--- config.mk ---
export PLATFORM = sky130hd
export DESIGN_NAME = mem_port_arbiter
export DESIGN_NICKNAME = d
export VERILOG_FILES = /design/src/rtl/mem_port_arbiter.sv
export SDC_FILE = /design/constraint.sdc
export NUM_CORES = 1
export LEC_CHECK = 0
export BUFFER_PORTS_ARGS = -buffer_cell sky130_fd_sc_hd__buf_2
export CORE_UTILIZATION = 43
export DETAILED_ROUTE_END_ITERATION = 16
export PLACE_DENSITY = 0.76
export SYNTH_ARGS = -nofsm -noshare
export SYNTH_HDL_FRONTEND = slang
export SYNTH_SLANG_ARGS = --single-unit
export TNS_END_PERCENT = 50
--- constraint.sdc ---
create_clock -name clk -period 1.8 [get_ports clk]
set_clock_uncertainty 0.1 [all_clocks]
set_input_delay 0.36 -clock clk [delete_from_list [all_inputs] [get_ports clk]]
set_output_delay 0.36 -clock clk [all_outputs]
set_load 0.01 [all_outputs]
--- src/rtl/mem_port_arbiter.sv ---
// mem_port_arbiter: shares one memory port between fetch and data requesters; define MEM_ARB_RR_EN for round-robin arbitration
module mem_port_arbiter #(
  parameter int DATA_LEN     = 32,
  parameter int MEM_ADDR_LEN = 32
) (
  input  logic                    clk,
  input  logic                    reset,
  input  logic                    i_req,
  input  logic [MEM_ADDR_LEN-1:0] i_addr,
  output logic                    i_done,
  output logic [DATA_LEN-1:0]     i_rdata,
  input  logic                    d_req,
  input  logic                    d_we,
  input  logic [2:0]              d_fn,
  input  logic [MEM_ADDR_LEN-1:0] d_addr,
  input  logic [DATA_LEN-1:0]     d_wdata,
  output logic                    d_done,
  output logic [DATA_LEN-1:0]     d_rdata,
  output logic                    d_err,
  output logic                    m_req,
  output logic                    m_we,
  output logic [MEM_ADDR_LEN-1:0] m_addr,
  output logic [3:0]              m_be,
  output logic [DATA_LEN-1:0]     m_wdata,
  input  logic                    m_ack,
  input  logic [DATA_LEN-1:0]     m_rdata
);
  typedef enum logic [1:0] {IDLE, BUSY_I, BUSY_D, RESP} state_t;
  state_t state_q, state_d;
  logic m_req_q, m_req_d, m_we_q, m_we_d, i_done_q, i_done_d, d_done_q, d_done_d;
  logic d_err_q, d_err_d, we_q, we_d;
  logic [MEM_ADDR_LEN-1:0] m_addr_q, m_addr_d;
  logic [3:0] m_be_q, m_be_d, be;
  logic [DATA_LEN-1:0] m_wdata_q, m_wdata_d, i_rdata_q, i_rdata_d, d_rdata_q, d_rdata_d, rep, fmt;
  logic [1:0] a_q, a_d;
  logic [2:0] fn_q, fn_d;
  logic pick_d, is_b, is_h, mis;
  logic [7:0] lb;
  logic [15:0] lh;
  assign is_b = d_fn[1:0] == 2'b00;
  assign is_h = d_fn[1:0] == 2'b01;
  assign mis  = (is_h && d_addr[0]) || (!is_b && !is_h && d_addr[1:0] != 2'b00);
  assign be   = is_b ? 4'b0001 << d_addr[1:0] : is_h ? 4'b0011 << d_addr[1:0] : 4'hF;
  assign rep  = is_b ? {4{d_wdata[7:0]}} : is_h ? {2{d_wdata[15:0]}} : d_wdata;
  assign lb   = m_rdata[{a_q, 3'b000} +: 8];
  assign lh   = m_rdata[{a_q[1], 4'b0000} +: 16];
  assign fmt  = we_q ? '0
              : fn_q[1:0] == 2'b00 ? {{24{~fn_q[2] & lb[7]}}, lb}
              : fn_q[1:0] == 2'b01 ? {{16{~fn_q[2] & lh[15]}}, lh}
              : m_rdata;
`ifdef MEM_ARB_RR_EN
  logic last_q, last_d;
  assign pick_d = d_req && (!i_req || !last_q);
  assign last_d = (state_q == IDLE && (d_req || i_req)) ? pick_d : last_q;
  // remember who was granted last (1 = data) so contention alternates
  always_ff @(posedge clk)
    last_q <= reset ? 1'b0 : last_d;
`else
  assign pick_d = d_req;
`endif
  // arbitration, memory issue, response capture and done generation
  always_comb begin
    state_d   = state_q;
    m_req_d   = m_req_q;
    m_we_d    = m_we_q;
    m_addr_d  = m_addr_q;
    m_be_d    = m_be_q;
    m_wdata_d = m_wdata_q;
    i_done_d  = 1'b0;
    d_done_d  = 1'b0;
    i_rdata_d = i_rdata_q;
    d_rdata_d = d_rdata_q;
    d_err_d   = d_err_q;
    a_d       = a_q;
    fn_d      = fn_q;
    we_d      = we_q;
    case (state_q)
      IDLE:
        if (pick_d) begin
          a_d  = d_addr[1:0];
          fn_d = d_fn;
          we_d = d_we;
          if (mis) begin
            state_d   = RESP;
            d_done_d  = 1'b1;
            d_err_d   = 1'b1;
            d_rdata_d = '0;
          end else begin
            state_d   = BUSY_D;
            m_req_d   = 1'b1;
            m_we_d    = d_we;
            m_addr_d  = {d_addr[MEM_ADDR_LEN-1:2], 2'b00};
            m_be_d    = be;
            m_wdata_d = rep;
          end
        end else if (i_req) begin
          state_d   = BUSY_I;
          m_req_d   = 1'b1;
          m_we_d    = 1'b0;
          m_addr_d  = {i_addr[MEM_ADDR_LEN-1:2], 2'b00};
          m_be_d    = 4'hF;
          m_wdata_d = '0;
        end
      BUSY_I:
        if (m_ack) begin
          state_d   = RESP;
          i_done_d  = 1'b1;
          i_rdata_d = m_rdata;
          m_req_d   = 1'b0;
          m_we_d    = 1'b0;
          m_be_d    = 4'h0;
        end
      BUSY_D:
        if (m_ack) begin
          state_d   = RESP;
          d_done_d  = 1'b1;
          d_err_d   = 1'b0;
          d_rdata_d = fmt;
          m_req_d   = 1'b0;
          m_we_d    = 1'b0;
          m_be_d    = 4'h0;
        end
      RESP: state_d = IDLE;
    endcase
  end
  // state and registered outputs
  always_ff @(posedge clk) begin
    if (reset) begin
      state_q   <= IDLE;
      m_req_q   <= 1'b0;
      m_we_q    <= 1'b0;
      m_addr_q  <= '0;
      m_be_q    <= 4'h0;
      m_wdata_q <= '0;
      i_done_q  <= 1'b0;
      d_done_q  <= 1'b0;
      i_rdata_q <= '0;
      d_rdata_q <= '0;
      d_err_q   <= 1'b0;
      a_q       <= 2'b00;
      fn_q      <= 3'b000;
      we_q      <= 1'b0;
    end else begin
      state_q   <= state_d;
      m_req_q   <= m_req_d;
      m_we_q    <= m_we_d;
      m_addr_q  <= m_addr_d;
      m_be_q    <= m_be_d;
      m_wdata_q <= m_wdata_d;
      i_done_q  <= i_done_d;
      d_done_q  <= d_done_d;
      i_rdata_q <= i_rdata_d;
      d_rdata_q <= d_rdata_d;
      d_err_q   <= d_err_d;
      a_q       <= a_d;
      fn_q      <= fn_d;
      we_q      <= we_d;
    end
  end
  assign m_req   = m_req_q;
  assign m_we    = m_we_q;
  assign m_addr  = m_addr_q;
  assign m_be    = m_be_q;
  assign m_wdata = m_wdata_q;
  assign i_done  = i_done_q;
  assign d_done  = d_done_q;
  assign i_rdata = i_rdata_q;
  assign d_rdata = d_rdata_q;
  assign d_err   = d_err_q;
endmodule
==> results.ini, run 1 <==
[floorplan]
ios=274
die_w_um=123
rows=43
design.core.area_sq_um=14000
die_area_sq_um=15100
die_h_um=123
start_util_pct=44.7

[sta]
finalSetupViolCount=1
worstMarginPinSlew_ps=723
fmax_ghz=0.554
rsz0062_at_grt=yes
finalHoldViolCount=0
min_period_ps=1810
fin_ws_ps=-5.94
period_share_pct=100
relSlewSlack_pct=51.8
slew_viol_final=0

[route]
vias=6103
wl_per_cell_um=16.2
ant_nets=0
viasPerCell=5.24
dr.pass1.iters=4
drt-initial-drc-count=357
drc_errors=0
wl_um=18900

[placement]
hpwlAfterDp_um=14000
dp_cells=1133
place.gp.congestion=0.944
io_buffer_count=269

[global_route]
grt_usage_pct=25.2
gr-total-overflow=0
grt_pass1_vias=5862
antenna_found_initial=1
grt_pass1_wl_um=29000
grt_max_degree=61

[cells_and_area]
antennaDiodeCount=0
syn_to_final_growth_pct=38.7
finalNetCount=1118
nFillCells=1243
drive_above_1_share_pct=39.6
layoutNonFillerInstCount=1164

[synth]
synth_compound_area_share_pct=20.7
synth.avg_cell_area_sq_um=9.10
yosys.area.top_type_share_pct=45.7
synthTopCellsByArea=dfxtp_1 (46%), mux2i_1 (10%), nand2_1 (7.2%)
synthCells=689
synth_fa_ha_area_share_pct=1.60
synth_most_common_cell=dfxtp_1
synth_area_sq_um=6270
synth-main-ff-cell=dfxtp_1
synth-xor-area-share_pct=0
synth_top_family_by_area=compound AO/OA/AOI/OAI gates
synth.largest_area_cell=dfxtp_1
synth_commonest_cells=dfxtp_1 (143), nand2_1 (120), mux2i_1 (65)
yosysWarnings=0
ys_ff_latch=143
synth.distinct_cells=45
ys_seq_area_share_pct=45.7
asyncSetResetFlopFracSynth_pct=0
yosys.area_share.simple_pct=14.6
synth-edff-count=0
muxShareOfSynthArea_pct=12.4

[worst_setup_path]
worstPathMaxFanout=8
endpoint_kind=flop
critPathSlowestCell=a2111o_1
max_stage_delay_ps=400
cp_cell_sequence=inv_4 -> ha_4 -> a2111o_1 -> a21oi_4 -> buf_4 -> nand2_2 -> o21ai_0
cp.arrival_ps=2050
path_class=flop to flop
worstSetupStartpointType=flop
worstPathRequired_ps=2040

[clock_network]
htree_levels=4
clkTransAtPathRegs_ps=60
cts_num_sinks=143
clock_path_buffers=2
insertion_delay_ps=410
numCtsBuffers=17
cts_tree=done
clockRootBuffer=clkbuf_16

[pwr]
ir_drop_mv=0.673
power.density_nw_per_um2=1290
power.total_w=0.0112
p_leak_nw=4.12

[worst_hold_path]
min_path_type=primary input to flop

[run_status]
outcome=complete, but fails checks
violations=setup timing

[flow_run]
drv_cap=0

final cells by class:
type | instances | area [sq um] | share of cell area [%]
well taps | 180 | 225 | 2.59
clock buffers | 20 | 457 | 5.25
multi-input cells | 476 | 3160 | 36.4
flip-flops and latches | 143 | 2870 | 33.0
repair buffers | 320 | 1830 | 21.0
inverters | 15 | 61.3 | 0.705
clock inverters | 10 | 90.1 | 1.04
metal layers:
layer	GRT usage, %	up-vias	share of wire (%)
met2	42.7	268	47
li1	-	3001	-
met3	6.88	46	7.8
met4	12.7	2	3.9
met1	29.0	2786	41
met5	0	-	0.085
metrics by stage:
step	hold WS [ps]	setup slack, ps	area [sq um]	utilization [%]	setup TNS [ps]
finish	104	-5.94	8700	61.9	-5.94
global route	113	-59.0	8700	61.9	-636
CTS	88.1	-3.49	8680	61.8	-3.49
detailed placement	327	-120	8120	57.8	-5830
global placement	323	-84.0	8120	57.8	-3800
floorplan	336	3.07	6340	-	0
kinds of logic (layout without fill, tap and decap cells):
family                   after synthesis  in the layout
adder cells (fa/ha/maj)                8              8
AND/OR/NAND/NOR                      209            209
other                                  1              2
flip-flops                           143            143
AO/OA/AOI/OAI                        186            186
multiplexers                          71             71
buffers and inverters                 71            365
where the power goes:
part	leakage, nW	internal (W)	switching [W]
clock	0.264	0.00195	0.00133
sequential	1.17	0.00371	0.000291
combinational	2.69	0.00176	0.00214
worst max-delay path, delay by kind of cell, from the launching register on:
kind | cells | cell delay [ps]
AO/OA/AOI/OAI | 3 | 780
flip-flops | 1 | 380
buffers and inverters | 2 | 190
adder cells (fa/ha/maj) | 1 | 160
AND/OR/NAND/NOR | 1 | 120
what timing repair did:
| action | in CTS | in global routing |
|---|---|---|
| resized for setup | 4 | 11 |
| setup endpoints to repair | 24 | 28 |
| hold buffers | 0 | 0 |
| pin swaps | 1 | 2 |
| setup buffers | 0 | 1 |
placed cells by master, fill, tap and decap left out, types with 8 or more instances in the layout:
cell	Yosys	layout
a211oi_1	31	31
o21ai_0	26	19
buf_2	16	269
o22ai_1	14	13
a21oi_1	46	46
clkbuf_16	0	17
o2bb2ai_1	16	16
nor2_1	44	43
nand2_1	120	117
a22o_1	22	22
buf_12	0	8
mux2i_1	65	65
nor2b_1	18	18
buf_4	4	43
o21ai_2	10	12
inv_1	14	12
dfxtp_1	143	140
registers in the layout (all words and copies together) (netlist names), 2 cells and up:
signal	flops
a_q	2
d_rdata	32
fn_q	3
i_rdata	32
m_addr	30
m_be	4
m_wdata	32
state_q	2
final timing paths:
kind         slack [ps]        from  cells past startpoint           to
max                  -6  state_q[1]                      7  d_rdata[10]
min reg2reg         330  d_rdata[7]                      2   d_rdata[7]
min                 100  m_rdata[5]                      3   i_rdata[5]
max reg2reg          -6  state_q[1]                      7  d_rdata[10]
Power figures use the tool's default switching activity.
==> inputs of run 2 (changes only) <==
- CORE_UTILIZATION: 43 -> 35
- PLACE_DENSITY: 0.76 -> unset
==> results.ini, run 2 (synthesis gave the netlist of run 1 again) <==
[worst_setup_path]
max_stage_delay_ps=390  ; about the same
critPathSlowestCell=a2111o_1
worstPathRequired_ps=2050  ; about the same
cp-endpoint=d_rdata[25]
cp_cell_sequence=inv_4 -> ha_4 -> a2111o_1 -> a21oi_4 -> nand3_4 -> buf_12 -> o21ai_4
cp.arrival_ps=2030  ; -20 ps
critPathLaunch=state_q[1]
path_class=flop to flop
worst-path-stages=7  ; unchanged
endpoint_kind=flop
cp_top_family=compound AO/OA/AOI/OAI gates
r2r_setup_slack_ps=20  ; +20 ps
worstReg2RegEnd=d_rdata[25]
worstPathMaxFanout=12  ; +4
critical_path_buf_inv_count=2  ; unchanged
reg2reg_from=state_q[1]
ff2ff_path_depth=7  ; unchanged
worstSetupStartpointType=flop

[cells_and_area]
nFillCells=1698  ; +37%
fin_util_pct=50.5  ; -11 points
antennaDiodeCount=0  ; unchanged
mostFrequentLayoutCell=buf_2
regArea_sq_um=2870  ; unchanged
syn_to_final_growth_pct=40.2
finalNetCount=1117  ; -0.089%
layoutNonFillerInstCount=1210  ; +4.0%
multi_input_area_sq_um=3170  ; +0.16%
drive_above_1_share_pct=39.6  ; -0.040 points
layout_common_cells=buf_2 (269), dfxtp_1 (140), nand2_1 (118)

[sta]
fmax_ghz=0.561  ; +1.2%
period_share_pct=99.1  ; -1.2 points
finalSetupViolCount=0  ; -1
finalHoldViolCount=0  ; unchanged
rsz0062_at_grt=yes
min_period_ps=1780  ; -22.1 ps
slew_viol_final=0  ; unchanged

[route]
drc_errors=0  ; unchanged
wl_per_cell_um=16.1  ; -0.70%
ant_nets=0  ; unchanged
vias=5992  ; -1.8%
wl_um=19500  ; +3.2%
drt-initial-drc-count=297  ; -17%
viasPerCell=4.95  ; -5.6%
dr.pass1.iters=4  ; unchanged

[clock_network]
insertion_delay_ps=420  ; about the same
htree_levels=4  ; unchanged
post_cts_buffers=0  ; unchanged
cts_tree=done
clock_path_buffers=2  ; unchanged
clkTransAtPathRegs_ps=60  ; about the same
numCtsBuffers=17  ; unchanged
clockRootBuffer=clkbuf_16
cts_num_sinks=143  ; unchanged
cts-hold-fix-buffers=0  ; unchanged

[pwr]
ir_drop_mv=0.644  ; -4.2%
power.density_nw_per_um2=1300  ; +0.90%
p_leak_nw=4.13  ; +0.39%

[global_route]
grt_max_degree=61  ; unchanged
grt_usage_pct=21.2  ; -4.0 points
grt_pass1_wl_um=30000  ; +3.5%
gr-total-overflow=0  ; unchanged
antenna_found_initial=1  ; unchanged
grt_pass1_vias=5693  ; -2.9%

[worst_hold_path]
hold_start=m_rdata[6]
min_path_type=primary input to flop

[floorplan]
die_area_sq_um=18500  ; +22%
start_util_pct=36.0  ; -8.7 points
ios=274  ; unchanged
rows=48  ; +12%
die_h_um=136  ; +11%
design.core.area_sq_um=17400  ; +24%
die_w_um=136  ; +11%

[placement]
dp_cells=1178  ; +4.0%
place.gp.congestion=0.858  ; -9.1%
io_buffer_count=269  ; unchanged
hpwlAfterDp_um=14100  ; +0.73%

[flow_run]
drv_cap=0  ; unchanged

[run_status]
outcome=finished clean

==> run 2: cell type report <==
class | count | area share [%]
clock buffers | 20 | 5.19
multi-input cells | 476 | 36.0
well taps | 225 | 3.20
clock inverters | 12 | 1.52
flip-flops and latches | 143 | 32.6
inverters | 15 | 0.697
repair buffers | 319 | 20.7
==> run 2: where the power goes <==
group | leakage [nW] | switching [W] | internal (W)
combinational | 2.68 | 0.00212 | 0.00172
clock | 0.287 | 0.00145 | 0.00213
sequential | 1.17 | 0.000285 | 0.00371
total | 4.13 | 0.00386 | 0.00755
==> run 2: repair_timing <==
action                                  CTS  global route
gates resized for setup                   5             9
endpoints found under the setup margin   24            28
pin swaps                                 3             1
==> run 2: per-stage QoR <==
stage	TNS [ps]	cell area [sq um]	hold WS, ps	power (W)	setup slack, ps
6_report	0	8790	95.6	0.0114	16.1
5_1_grt	-862	8790	87.6	0.0121	-63.0
4_1_cts	-14.8	8770	77.2	0.0115	-6.37
3_5_place_dp	-6750	8180	335	0.00791	-150
3_3_place_gp	-3030	8180	326	0.00787	-73.2
2_1_floorplan	0	6340	336	0.00640	3.07
==> run 2: routing by layer <==
metal	up-vias	routed length, um	global-route usage [%]
met5	-	0	0
met4	0	620	9.81
met3	33	1520	6.34
met2	255	8790	33.2
met1	2698	8550	26.6
li1	3006	-	-
==> run 2: how the worst min path moves through the flow <==
| stage | endpoint | slack [ps] | cells past startpoint |
|---|---|---|---|
| 2_1_floorplan | we_q | 340 | 2 |
| 3_3_place_gp | d_rdata[7] | 330 | 2 |
| 3_5_place_dp | d_rdata[7] | 340 | 2 |
| 4_1_cts | i_rdata[6] | 80 | 3 |
| 5_1_grt | i_rdata[6] | 90 | 3 |
| 6_report | i_rdata[6] | 100 | 3 |
==> run 2: worst reg2reg max path, delay by kind of cell, from the launching register on <==
family          cells  cell delay (ps)
buf+inv             2              220
flops               1              370
fa+ha+maj           1              150
compound gates      3              750
simple gates        1              130
